==> config.mk <==
export PLATFORM = sky130hd
export DESIGN_NAME = frame_encoder
export DESIGN_NICKNAME = d
export VERILOG_FILES = /design/src/rtl/frame_encoder.sv
export SDC_FILE = /design/constraint.sdc
export NUM_CORES = 1
export LEC_CHECK = 0
export ABC_AREA = 1
export BUFFER_PORTS_ARGS = -buffer_cell sky130_fd_sc_hd__buf_2
export CAP_MARGIN = 40
export CORE_ASPECT_RATIO = 1.2
export CORE_MARGIN = 2
export CORE_UTILIZATION = 51
export DETAILED_ROUTE_END_ITERATION = 10
export GPL_TIMING_DRIVEN = 0
export PLACE_DENSITY_LB_ADDON = 0.3
export SLEW_MARGIN = 20
export SYNTH_ARGS = -nofsm -noshare
export SYNTH_HDL_FRONTEND = slang
export SYNTH_SLANG_ARGS = --single-unit
export TNS_END_PERCENT = 20
==> constraint.sdc <==
create_clock -name i_clk -period 1.9 [get_ports i_clk]
set_input_delay 0.19 -clock i_clk [delete_from_list [all_inputs] [get_ports i_clk]]
set_output_delay 0.19 -clock i_clk [all_outputs]
set_load 0.01 [all_outputs]
==> src/rtl/frame_encoder.sv <==
// frame_encoder: streams four sprite bitmaps from a valid/ready pixel source
// into SRAM as RGB565, one write per accepted pixel, and publishes per-pixel
// opacity, object ID and row/column alongside each write.
`timescale 1ns/1ps
module frame_encoder #(
   parameter int PLAYER_SIZE = 32,
   parameter int BULLET_SIZE = 8,
   parameter int BASE_ADDR   = 0,
   parameter int ADDR_W      = 20,
   parameter int DATA_W      = 16,
   parameter int CNT_W       = $clog2(PLAYER_SIZE*PLAYER_SIZE),
   parameter int XY_W        = $clog2(PLAYER_SIZE)
) (
   input  logic              i_clk,
   input  logic              i_rst_n,
   input  logic              i_start,
   output logic              o_busy,
   output logic              o_done,
   output logic [1:0]        o_object_id,
   output logic [CNT_W-1:0]  o_pixel_counter,
   output logic [XY_W-1:0]   o_pixel_h,
   output logic [XY_W-1:0]   o_pixel_v,
   output logic              o_src_ready,
   input  logic              i_src_valid,
   input  logic [23:0]       i_src_color,
   input  logic              i_src_alpha,
   output logic              o_sram_writing,
   output logic [ADDR_W-1:0] o_sram_addr,
   output logic [DATA_W-1:0] o_sram_data,
   output logic              o_pixel_opacity,
   output logic              o_pixel_opacity_valid
);

   typedef enum logic [1:0] {IDLE, FETCH, WRITE, DONE} state_t;

   localparam int P_PIX = PLAYER_SIZE * PLAYER_SIZE;
   localparam int B_PIX = BULLET_SIZE * BULLET_SIZE;

   localparam logic [CNT_W-1:0]  P_LAST = CNT_W'(P_PIX - 1);
   localparam logic [CNT_W-1:0]  B_LAST = CNT_W'(B_PIX - 1);
   localparam logic [XY_W-1:0]   P_EDGE = XY_W'(PLAYER_SIZE - 1);
   localparam logic [XY_W-1:0]   B_EDGE = XY_W'(BULLET_SIZE - 1);

   // Sprites are packed back to back: player1, player2, bullet1, bullet2.
   localparam logic [ADDR_W-1:0] BASE_P1 = ADDR_W'(BASE_ADDR);
   localparam logic [ADDR_W-1:0] BASE_P2 = ADDR_W'(BASE_ADDR + P_PIX);
   localparam logic [ADDR_W-1:0] BASE_B1 = ADDR_W'(BASE_ADDR + 2*P_PIX);
   localparam logic [ADDR_W-1:0] BASE_B2 = ADDR_W'(BASE_ADDR + 2*P_PIX + B_PIX);

   state_t              state_q, state_d;
   logic [1:0]          obj_q, obj_d;
   logic [CNT_W-1:0]    cnt_q, cnt_d;
   logic [XY_W-1:0]     h_q, h_d;
   logic [XY_W-1:0]     v_q, v_d;
   logic [ADDR_W-1:0]   addr_q, addr_d;
   logic [DATA_W-1:0]   data_q, data_d;
   logic                opa_q, opa_d;
   logic                busy_q, busy_d;
   logic                done_q, done_d;
   logic                ready_q, ready_d;
   logic                wr_q, wr_d;

   logic [ADDR_W-1:0]   obj_base;
   logic [CNT_W-1:0]    last_cnt;
   logic [XY_W-1:0]     last_col;
   logic [DATA_W-1:0]   pix565;
   logic                unused_color_lsbs;

   // Truncated colour bits are intentionally dropped by the RGB565 packing.
   assign unused_color_lsbs = ^{i_src_color[18:16], i_src_color[9:8], i_src_color[2:0]};
   assign pix565 = DATA_W'({i_src_color[23:19], i_src_color[15:10], i_src_color[7:3]});

   // Per-object geometry: base address, last pixel index and last column.
   always_comb begin
      obj_base = BASE_P1;
      case (obj_q)
         2'd0: obj_base = BASE_P1;
         2'd1: obj_base = BASE_P2;
         2'd2: obj_base = BASE_B1;
         2'd3: obj_base = BASE_B2;
         default: obj_base = BASE_P1;
      endcase
      last_cnt = obj_q[1] ? B_LAST : P_LAST;
      last_col = obj_q[1] ? B_EDGE : P_EDGE;
   end

   // Next-state logic; row/column advance incrementally alongside the pixel index.
   always_comb begin
      state_d = state_q;
      obj_d   = obj_q;
      cnt_d   = cnt_q;
      h_d     = h_q;
      v_d     = v_q;
      addr_d  = addr_q;
      data_d  = data_q;
      opa_d   = opa_q;
      case (state_q)
         IDLE: begin
            if (i_start) begin
               obj_d   = 2'd0;
               cnt_d   = '0;
               h_d     = '0;
               v_d     = '0;
               state_d = FETCH;
            end
         end
         FETCH: begin
            if (i_src_valid) begin
               data_d  = pix565;
               opa_d   = i_src_alpha;
               addr_d  = obj_base + ADDR_W'(cnt_q);
               state_d = WRITE;
            end
         end
         WRITE: begin
            if (cnt_q == last_cnt) begin
               obj_d   = obj_q + 2'd1;
               cnt_d   = '0;
               h_d     = '0;
               v_d     = '0;
               state_d = (obj_q == 2'd3) ? DONE : FETCH;
            end else begin
               cnt_d   = cnt_q + CNT_W'(1);
               state_d = FETCH;
               if (h_q == last_col) begin
                  h_d = '0;
                  v_d = v_q + XY_W'(1);
               end else begin
                  h_d = h_q + XY_W'(1);
               end
            end
         end
         DONE:    state_d = IDLE;
         default: state_d = IDLE;
      endcase
      // Strobes are registered: decode them from the state being entered.
      ready_d = (state_d == FETCH);
      wr_d    = (state_d == WRITE);
      done_d  = (state_d == DONE);
      busy_d  = (state_d == FETCH) || (state_d == WRITE);
   end

   // State and output registers; reset aborts any encode with no done pulse.
   always_ff @(posedge i_clk or negedge i_rst_n) begin
      if (!i_rst_n) begin
         state_q <= IDLE;
         obj_q   <= '0;
         cnt_q   <= '0;
         h_q     <= '0;
         v_q     <= '0;
         addr_q  <= '0;
         data_q  <= '0;
         opa_q   <= 1'b0;
         busy_q  <= 1'b0;
         done_q  <= 1'b0;
         ready_q <= 1'b0;
         wr_q    <= 1'b0;
      end else begin
         state_q <= state_d;
         obj_q   <= obj_d;
         cnt_q   <= cnt_d;
         h_q     <= h_d;
         v_q     <= v_d;
         addr_q  <= addr_d;
         data_q  <= data_d;
         opa_q   <= opa_d;
         busy_q  <= busy_d;
         done_q  <= done_d;
         ready_q <= ready_d;
         wr_q    <= wr_d;
      end
   end

   assign o_busy                = busy_q;
   assign o_done                = done_q;
   assign o_object_id           = obj_q;
   assign o_pixel_counter       = cnt_q;
   assign o_pixel_h             = h_q;
   assign o_pixel_v             = v_q;
   assign o_src_ready           = ready_q;
   assign o_sram_writing        = wr_q;
   assign o_sram_addr           = addr_q;
   assign o_sram_data           = data_q;
   assign o_pixel_opacity       = opa_q;
   assign o_pixel_opacity_valid = wr_q;

endmodule

==> results of run 1 <==
-- metrics by stage --
| step | area (µm²) | setup slack, ns |
|---|---|---|
| after floorplan | 2890 | 0.237 |
| after global placement | 3350 | 0.0203 |
| after detailed placement | 3350 | 0.0282 |
| after CTS | 3600 | 0.00727 |
| after global routing | 3620 | 0.0369 |
| final | 3620 | 0.140 |
-- worst min path at each step --
| stage | start | slack [ns] | cells after the start | endpoint |
|---|---|---|---|---|
| after floorplan | i_rst_n | -0.11 | 0 | o_busy |
| after global placement | i_src_color[20] | 0.39 | 3 | o_sram_data[12] |
| after detailed placement | i_rst_n | 0.29 | 1 | o_sram_data[4] |
| after CTS | i_src_color[20] | 0.04 | 3 | o_sram_data[12] |
| after global routing | i_src_color[15] | 0.05 | 3 | o_sram_data[10] |
| final | i_src_color[20] | 0.05 | 3 | o_sram_data[12] |
-- routing by layer --
layer | GRT usage | share of wire | vias up
met3 | 0.0717 | 0.069 | 19
met1 | 0.249 | 0.42 | 1131
met5 | 0 | 0 | -
met2 | 0.359 | 0.48 | 73
li1 | - | - | 1229
met4 | 0.0993 | 0.026 | 0
-- worst min-delay path: stages --
cell     delay [ns]
buf_2          0.08
nand2_1        0.04
nand2_1        0.05
-- placed cells by master, fill, tap and decap left out --
| cell | n |
|---|---|
| nor3_1 | 3 |
| nand2_4 | 3 |
| o21ai_4 | 1 |
| conb_1 | 7 |
| nand4_1 | 5 |
| nand2_2 | 4 |
| clkbuf_8 | 9 |
| buf_4 | 12 |
| xor2_1 | 6 |
| clkinv_2 | 1 |
| dlygate4sd3_1 | 1 |
| a21boi_2 | 1 |
| dfrtp_2 | 1 |
| or2_0 | 1 |
| nand3_1 | 12 |
| bufinv_16 | 3 |
| o21ai_1 | 6 |
| nand3_2 | 3 |
| ha_1 | 11 |
| nor2_1 | 22 |
| nor2_4 | 1 |
| xnor2_1 | 5 |
| clkinvlp_4 | 3 |
| clkbuf_1 | 1 |
| inv_1 | 29 |
| nor3_4 | 1 |
| nand2_1 | 115 |
| a21oi_1 | 4 |
| o21ai_0 | 17 |
| buf_6 | 1 |
| dfrtp_1 | 57 |
| o31ai_1 | 3 |
| o22ai_1 | 2 |
| buf_2 | 81 |
| inv_2 | 5 |
-- flip-flops by register name, summed over array words and instances (netlist names), 2 cells and up --
| name | flops |
|---|---|
| o_sram_data | 16 |
| state_q | 2 |
| o_sram_addr | 13 |
| o_pixel_h | 5 |
| o_pixel_counter | 10 |
| o_object_id | 2 |
| o_pixel_v | 5 |
-- logic make-up (layout without fill, tap and decap cells) --
family                   after synthesis  count (layout)  synth area share
AO/OA/AOI/OAI                         34              34            0.0664
XOR/XNOR                              11              11            0.0337
adder cells (fa/ha/maj)               11              11            0.0481
buffers and inverters                 51             146            0.0848
flip-flops                            58              58             0.507
other                                  1               7           0.00131
AND/OR/NAND/NOR                      170             170             0.259
-- final cells by class --
| cell class | count | area, µm² |
|---|---|---|
| Fill cell | 462 | 1750 |
| Sequential cell | 58 | 1450 |
| Multi-Input combinational cell | 233 | 1200 |
| Timing Repair Buffer | 79 | 405 |
| Inverter | 34 | 128 |
| Clock buffer | 9 | 124 |
| Clock inverter | 7 | 118 |
| Buffer | 17 | 115 |
| Tap cell | 62 | 77.6 |
-- where the power goes --
part | total, mW | switching [mW] | internal [mW] | leakage, nW
sequential | 1.71 | 0.185 | 1.53 | 0.771
combinational | 1.26 | 0.799 | 0.466 | 1.14
clock | 1.37 | 0.504 | 0.867 | 0.111
total | 4.35 | 1.49 | 2.86 | 2.03
-- Yosys cell counts (4+ instances only) --
master,instances,area share
buf_4,10,0.026
inv_2,5,0.0066
xor2_1,6,0.018
nand3_1,12,0.021
dfrtp_1,58,0.51
buf_2,5,0.0087
nor2_1,22,0.029
ha_1,11,0.048
o21ai_0,17,0.030
o21ai_1,6,0.010
a21oi_1,4,0.0070
nand4_1,5,0.011
nand2_1,116,0.15
inv_1,29,0.038
xnor2_1,5,0.015
-- what timing repair did --
action / CTS / global route
gates resized for setup: 0 / 3
endpoints found under the setup margin: 0 / 1
buffers inserted: 0 / 1
hold buffers: 1 / 0
endpoints found under the hold margin: 58 / 0
==> key figures, run 1 <==
Worst setup path
  – Reg2Reg Setup Slack: 0.14 ns
  – Top delay family on crit path: simple AND/OR/NAND/NOR gates
  – Critical-path top delay cell: dfrtp_2
  – Critical Path AT: 2.00 ns
  – Worst Setup SP: o_pixel_counter[0]
  – Largest stage delay, worst path: 0.43 ns
  – FF-to-FF End: o_busy
  – Worst reg2reg path startpoint: o_pixel_counter[0]
  – Worst-path cell chain: ha_1 > nand3_2 > nor3_4 > nand4_1 > nand2_2 > inv_1 > ha_1 > inv_1
  – Worst setup SP type: register
  – WP data required: 2.14 ns
  – Crit. End Element: register
  – R2R depth: 8
  – Crit path buf inv count: 2
  – Critical Path End: o_busy
  – CP Max Fanout: 7
  – Setup CP Type: register to register
  – Stages on the worst setup path: 8

Yosys
  – Synth Register Bits: 58
  – Seq/Total Area, Yosys: 0.507
  – Synth Instances: 336
  – Mapped Area: 2860 µm²
  – Post-synth cell types: 29
  – Synth Area per Inst: 8.52 µm²
  – Total number of yosys warnings: 0
  – Ys flop type: dfrtp_1
  – Number of synthesized flops with an enable pin: 0
  – Asr flop ratio synth: 1.00

Global routing
  – Tot GR Track Use: 0.215
  – Grt total ovfl: 0
  – First-pass GRT wire length: 10300 µm
  – Initial antenna violation count: 0
  – Largest net degree at the start of global routing: 59
  – Vias in the first global route: 2380

Clocking
  – CTS tree: yes
  – Worst-skew pair later-pin latency: 0.34 ns
  – CTS H-tree depth: 3
  – Register clock-pin slew on the reported worst setup and hold paths: 0.07 ns
  – Sink Count: 58
  – CTS Buffer Depth: 2
  – Clock Tree Root: clkbuf_8
  – CTS Buf Count: 9

Detailed routing
  – # DRC: 0
  – Post-route ant nets: 0
  – First-pass DRT Iterations: 4
  – WL final: 6290 µm
  – Wire length per cell: 12.6 µm
  – Vias per cell: 4.91
  – Vias: 2452
  – Initial DRC count: 145

STA
  – Count of final max-slew check failures: 0
  – Max Clock Freq: 568 MHz
  – Fin crit period: 1.76 ns
  – Max Clock Skew: 0.00529 ns
  – Unrepaired setup endpoints after global routing: no
  – Final setup fails: 0
  – Final hold slack: 0.0489 ns
  – Final hold vios: 0
  – Final period util: 0.926
  – Slew Limit Headroom: 0.522
  – Setup TNS: 0 ns
  – Slew @ Worst Pin: 0.716 ns

Placement
  – IO Port Bufs: 77
  – Inst Count DP: 481
  – Final HPWL DP: 4420 µm
  – Gpl congestion: 0.832

Floorplan
  – Initial Util: 0.533
  – IO Pins: 93
  – Core ar.: 5370 µm²
  – Die Wd: 72.4 µm
  – Die ar.: 6230 µm²
  – Row count: 29
  – Die Span Y: 86.1 µm

Status
  – Status: completed

Power and ir drop
  – Peak supply drop: 0.00102 V
  – Leak: 2.03 nW
  – Total power draw: 4.35 mW
  – Power Dens Cells: 1200 nW/µm²

Finish
  – Fin cells: 499
  – Layout cells sized above 1: 0.297
  – Area growth syn-to-layout: 26.5%
  – Final nets: 472
  – Diode count: 0
  – Finished Core Util: 0.674

Min path
  – Worst min path class: input pin to register

Job
  – Max_cap viols: 0
Note: power is estimated with default switching activity, not from simulation.
==> run 2, diff against run 1 <==
--- a/config.mk
+++ b/config.mk
@@ -10,7 +10,7 @@
 export CAP_MARGIN = 40
 export CORE_ASPECT_RATIO = 1.2
 export CORE_MARGIN = 2
-export CORE_UTILIZATION = 51
+export CORE_UTILIZATION = 54
 export DETAILED_ROUTE_END_ITERATION = 10
 export GPL_TIMING_DRIVEN = 0
 export PLACE_DENSITY_LB_ADDON = 0.3
==> constraint.sdc (replaced) <==
create_clock -name i_clk -period 2.26 [get_ports i_clk]
set_input_delay 0.226 -clock i_clk [delete_from_list [all_inputs] [get_ports i_clk]]
set_output_delay 0.226 -clock i_clk [all_outputs]
set_load 0.01 [all_outputs]
==> run 2 against run 1 <==
Against the previous run:
- register-to-register slack better by 0.24 ns
- power is 12% lower
- global-route usage is 1.1 points higher
- clock power is 3% lower
- core utilization is 2.8 points higher
- critical endpoint unchanged
- largest cell class unchanged
- largest power group unchanged
- highest routed layer unchanged
==> key figures, run 2 (synthesis gave the netlist of run 1 again) <==
Status
  – Status: completed

Placement
  – IO Port Bufs: 77 (unchanged)
  – Gpl congestion: 0.880 (+5.8%)
  – Final HPWL DP: 4460 µm (+0.86%)

Floorplan
  – Die Wd: 70.5 µm (-2.7%)
  – Die ar.: 5900 µm² (-5.3%)
  – IO Pins: 93 (unchanged)
  – Die Span Y: 83.8 µm (-2.7%)
  – Core ar.: 5190 µm² (-3.4%)
  – Initial Util: 0.552 (+0.0186)
  – Row count: 29 (unchanged)

Global routing
  – Initial antenna violation count: 0 (unchanged)
  – Grt total ovfl: 0 (unchanged)
  – First-pass GRT wire length: 10500 µm (+1.2%)
  – Tot GR Track Use: 0.226 (+0.0108)
  – Largest net degree at the start of global routing: 59 (unchanged)
  – Vias in the first global route: 2320 (-2.5%)

Clocking
  – Clock Tree Root: clkbuf_8
  – Register clock-pin slew on the reported worst setup and hold paths: 0.06 ns (about the same)
  – Worst-skew pair later-pin latency: 0.33 ns (about the same)
  – Sink Count: 58 (unchanged)
  – CTS Buf Count: 9 (unchanged)
  – CTS H-tree depth: 3 (unchanged)
  – Post CTS Setup Buffer Count: 0 (unchanged)
  – CTS tree: yes
  – CTS Buffer Depth: 2 (unchanged)

Finish
  – Final nets: 471 (-0.21%)
  – Finished Core Util: 0.703 (+0.0284)
  – Diode count: 0 (unchanged)
  – Layout cells sized above 1: 0.291 (-0.00620)
  – Max reg flops: 16 (unchanged)
  – Multi-input logic area: 1190 µm² (-0.83%)
  – Area growth syn-to-layout: 27.4%
  – Commonest non-fill, non-tap cell in the layout: nand2_1
  – Filler instances: 413 (-11%)
  – Flip-flop and latch area: 1450 µm² (about the same)
  – Most frequent cells in the layout: nand2_1 (116), buf_2 (81), dfrtp_1 (58), inv_1 (29), nor2_1 (22)

Detailed routing
  – First-pass DRT Iterations: 5 (+1)
  – Initial DRC count: 185 (+28%)
  – # DRC: 0 (unchanged)
  – WL final: 6240 µm (-0.78%)
  – Wire length per cell: 12.5 µm (-0.58%)
  – Vias per cell: 4.91 (about the same)
  – Vias: 2446 (-0.24%)
  – Post-route ant nets: 0 (unchanged)

STA
  – Final period util: 0.830 (-0.0962)
  – Slew Limit Headroom: 0.524 (+0.00202)
  – Max Clock Skew: 0.00563 ns (+0.000335 ns)
  – Setup TNS: 0 ns (unchanged)
  – Unrepaired setup endpoints after global routing: no
  – Final hold vios: 0 (unchanged)
  – Count of final max-slew check failures: 0 (unchanged)
  – Fin crit period: 1.88 ns (+0.116 ns)
  – Final setup fails: 0 (unchanged)
  – Max Clock Freq: 533 MHz (-6.2%)
  – Slew @ Worst Pin: 0.713 ns (-0.00303 ns)

Worst setup path
  – Setup CP Type: register to register
  – Critical Path AT: 2.11 ns (+0.11 ns)
  – CP Max Fanout: 7 (unchanged)
  – Critical-path top delay cell: dfrtp_1
  – Worst-path cell chain: ha_1 > nand3_2 > nor3_4 > nand4_1 > nand2_1 > inv_1 > ha_1 > inv_1
  – Crit. End Element: register
  – WP data required: 2.49 ns (+0.35 ns)
  – Worst setup SP type: register
  – Largest stage delay, worst path: 0.46 ns (+0.03 ns)

Power and ir drop
  – Power Dens Cells: 1050 nW/µm² (-13%)
  – Peak supply drop: 0.000708 V (-30%)
  – Leak: 2.05 nW (+1.3%)

Job
  – Max_cap viols: 0 (unchanged)

Min path
  – Worst min path class: input pin to register
[run 2: changes by cell type in the layout (fill, tap and decap cells not counted), sizes merged]
cell and delta:
buf -1, bufinv +1, clkbuf +3, clkinv -1
clkinvlp -3
[run 2: what timing repair did]
item | CTS | global route
resized for setup | 0 | 0
hold buffers | 1 | 0
endpoints found under the hold margin | 58 | 0
[run 2: per-layer routing]
layer	vias to the layer above	share of wire	GRT usage	wire length (µm)
met2	74	0.50	0.374	3100
met3	13	0.055	0.0483	346
met4	0	0.022	0.112	135
met5	-	0	0	0
met1	1131	0.43	0.278	2660
li1	1228	-	-	-
[run 2: cell type report]
cell class | count | area share
sequential | 58 | 0.398
multi-input combinational | 233 | 0.327
timing repair buffer | 78 | 0.109
clock buffer | 12 | 0.0453
inverter | 34 | 0.0350
clock inverter | 4 | 0.0329
buffer | 17 | 0.0316
tap | 62 | 0.0213
[run 2: path summary, 6_finish.rpt]
check / startpoint / endpoint / slack (ns) / depth (start not counted)
setup / recovery: o_pixel_counter[0] / o_busy / 0.38 / 8
hold / removal: i_src_color[19] / o_sram_data[11] / 0.09 / 3
setup reg to reg: o_pixel_counter[0] / o_busy / 0.38 / 8
hold reg to reg: o_sram_data[6] / o_sram_data[6] / 0.47 / 2
max in group asynchronous: i_rst_n / o_pixel_counter[7] / 1.28 / 2
min in group asynchronous: i_rst_n / o_sram_data[3] / 0.51 / 2
[run 2: critical path: cells and delay by family (launching register included)]
| family | cells | cell delay (ns) |
|---|---|---|
| buf+inv | 2 | 0.10 |
| flops | 1 | 0.46 |
| fa+ha+maj | 2 | 0.49 |
| simple gates | 4 | 0.72 |
[run 2: power breakdown]
part | switching, mW | internal [mW]
Clock | 0.399 | 0.935
Sequential | 0.160 | 1.28
Combinational | 0.657 | 0.386
[run 2: metrics by stage]
stage | instance area [µm²] | power [mW] | std cells | setup slack [ns] | hold WS [ns]
6_report | 3650 | 3.82 | 498 | 0.384 | 0.0857
5_1_grt | 3650 | 4.06 | 498 | 0.233 | 0.0871
4_1_cts | 3650 | 3.85 | 498 | 0.395 | 0.0762
3_5_place_dp | 3350 | 2.51 | 481 | 0.397 | 0.331
3_3_place_gp | 3350 | 2.47 | 481 | 0.381 | 0.424
2_1_floorplan | 2890 | 2.08 | 342 | 0.597 | -0.0696
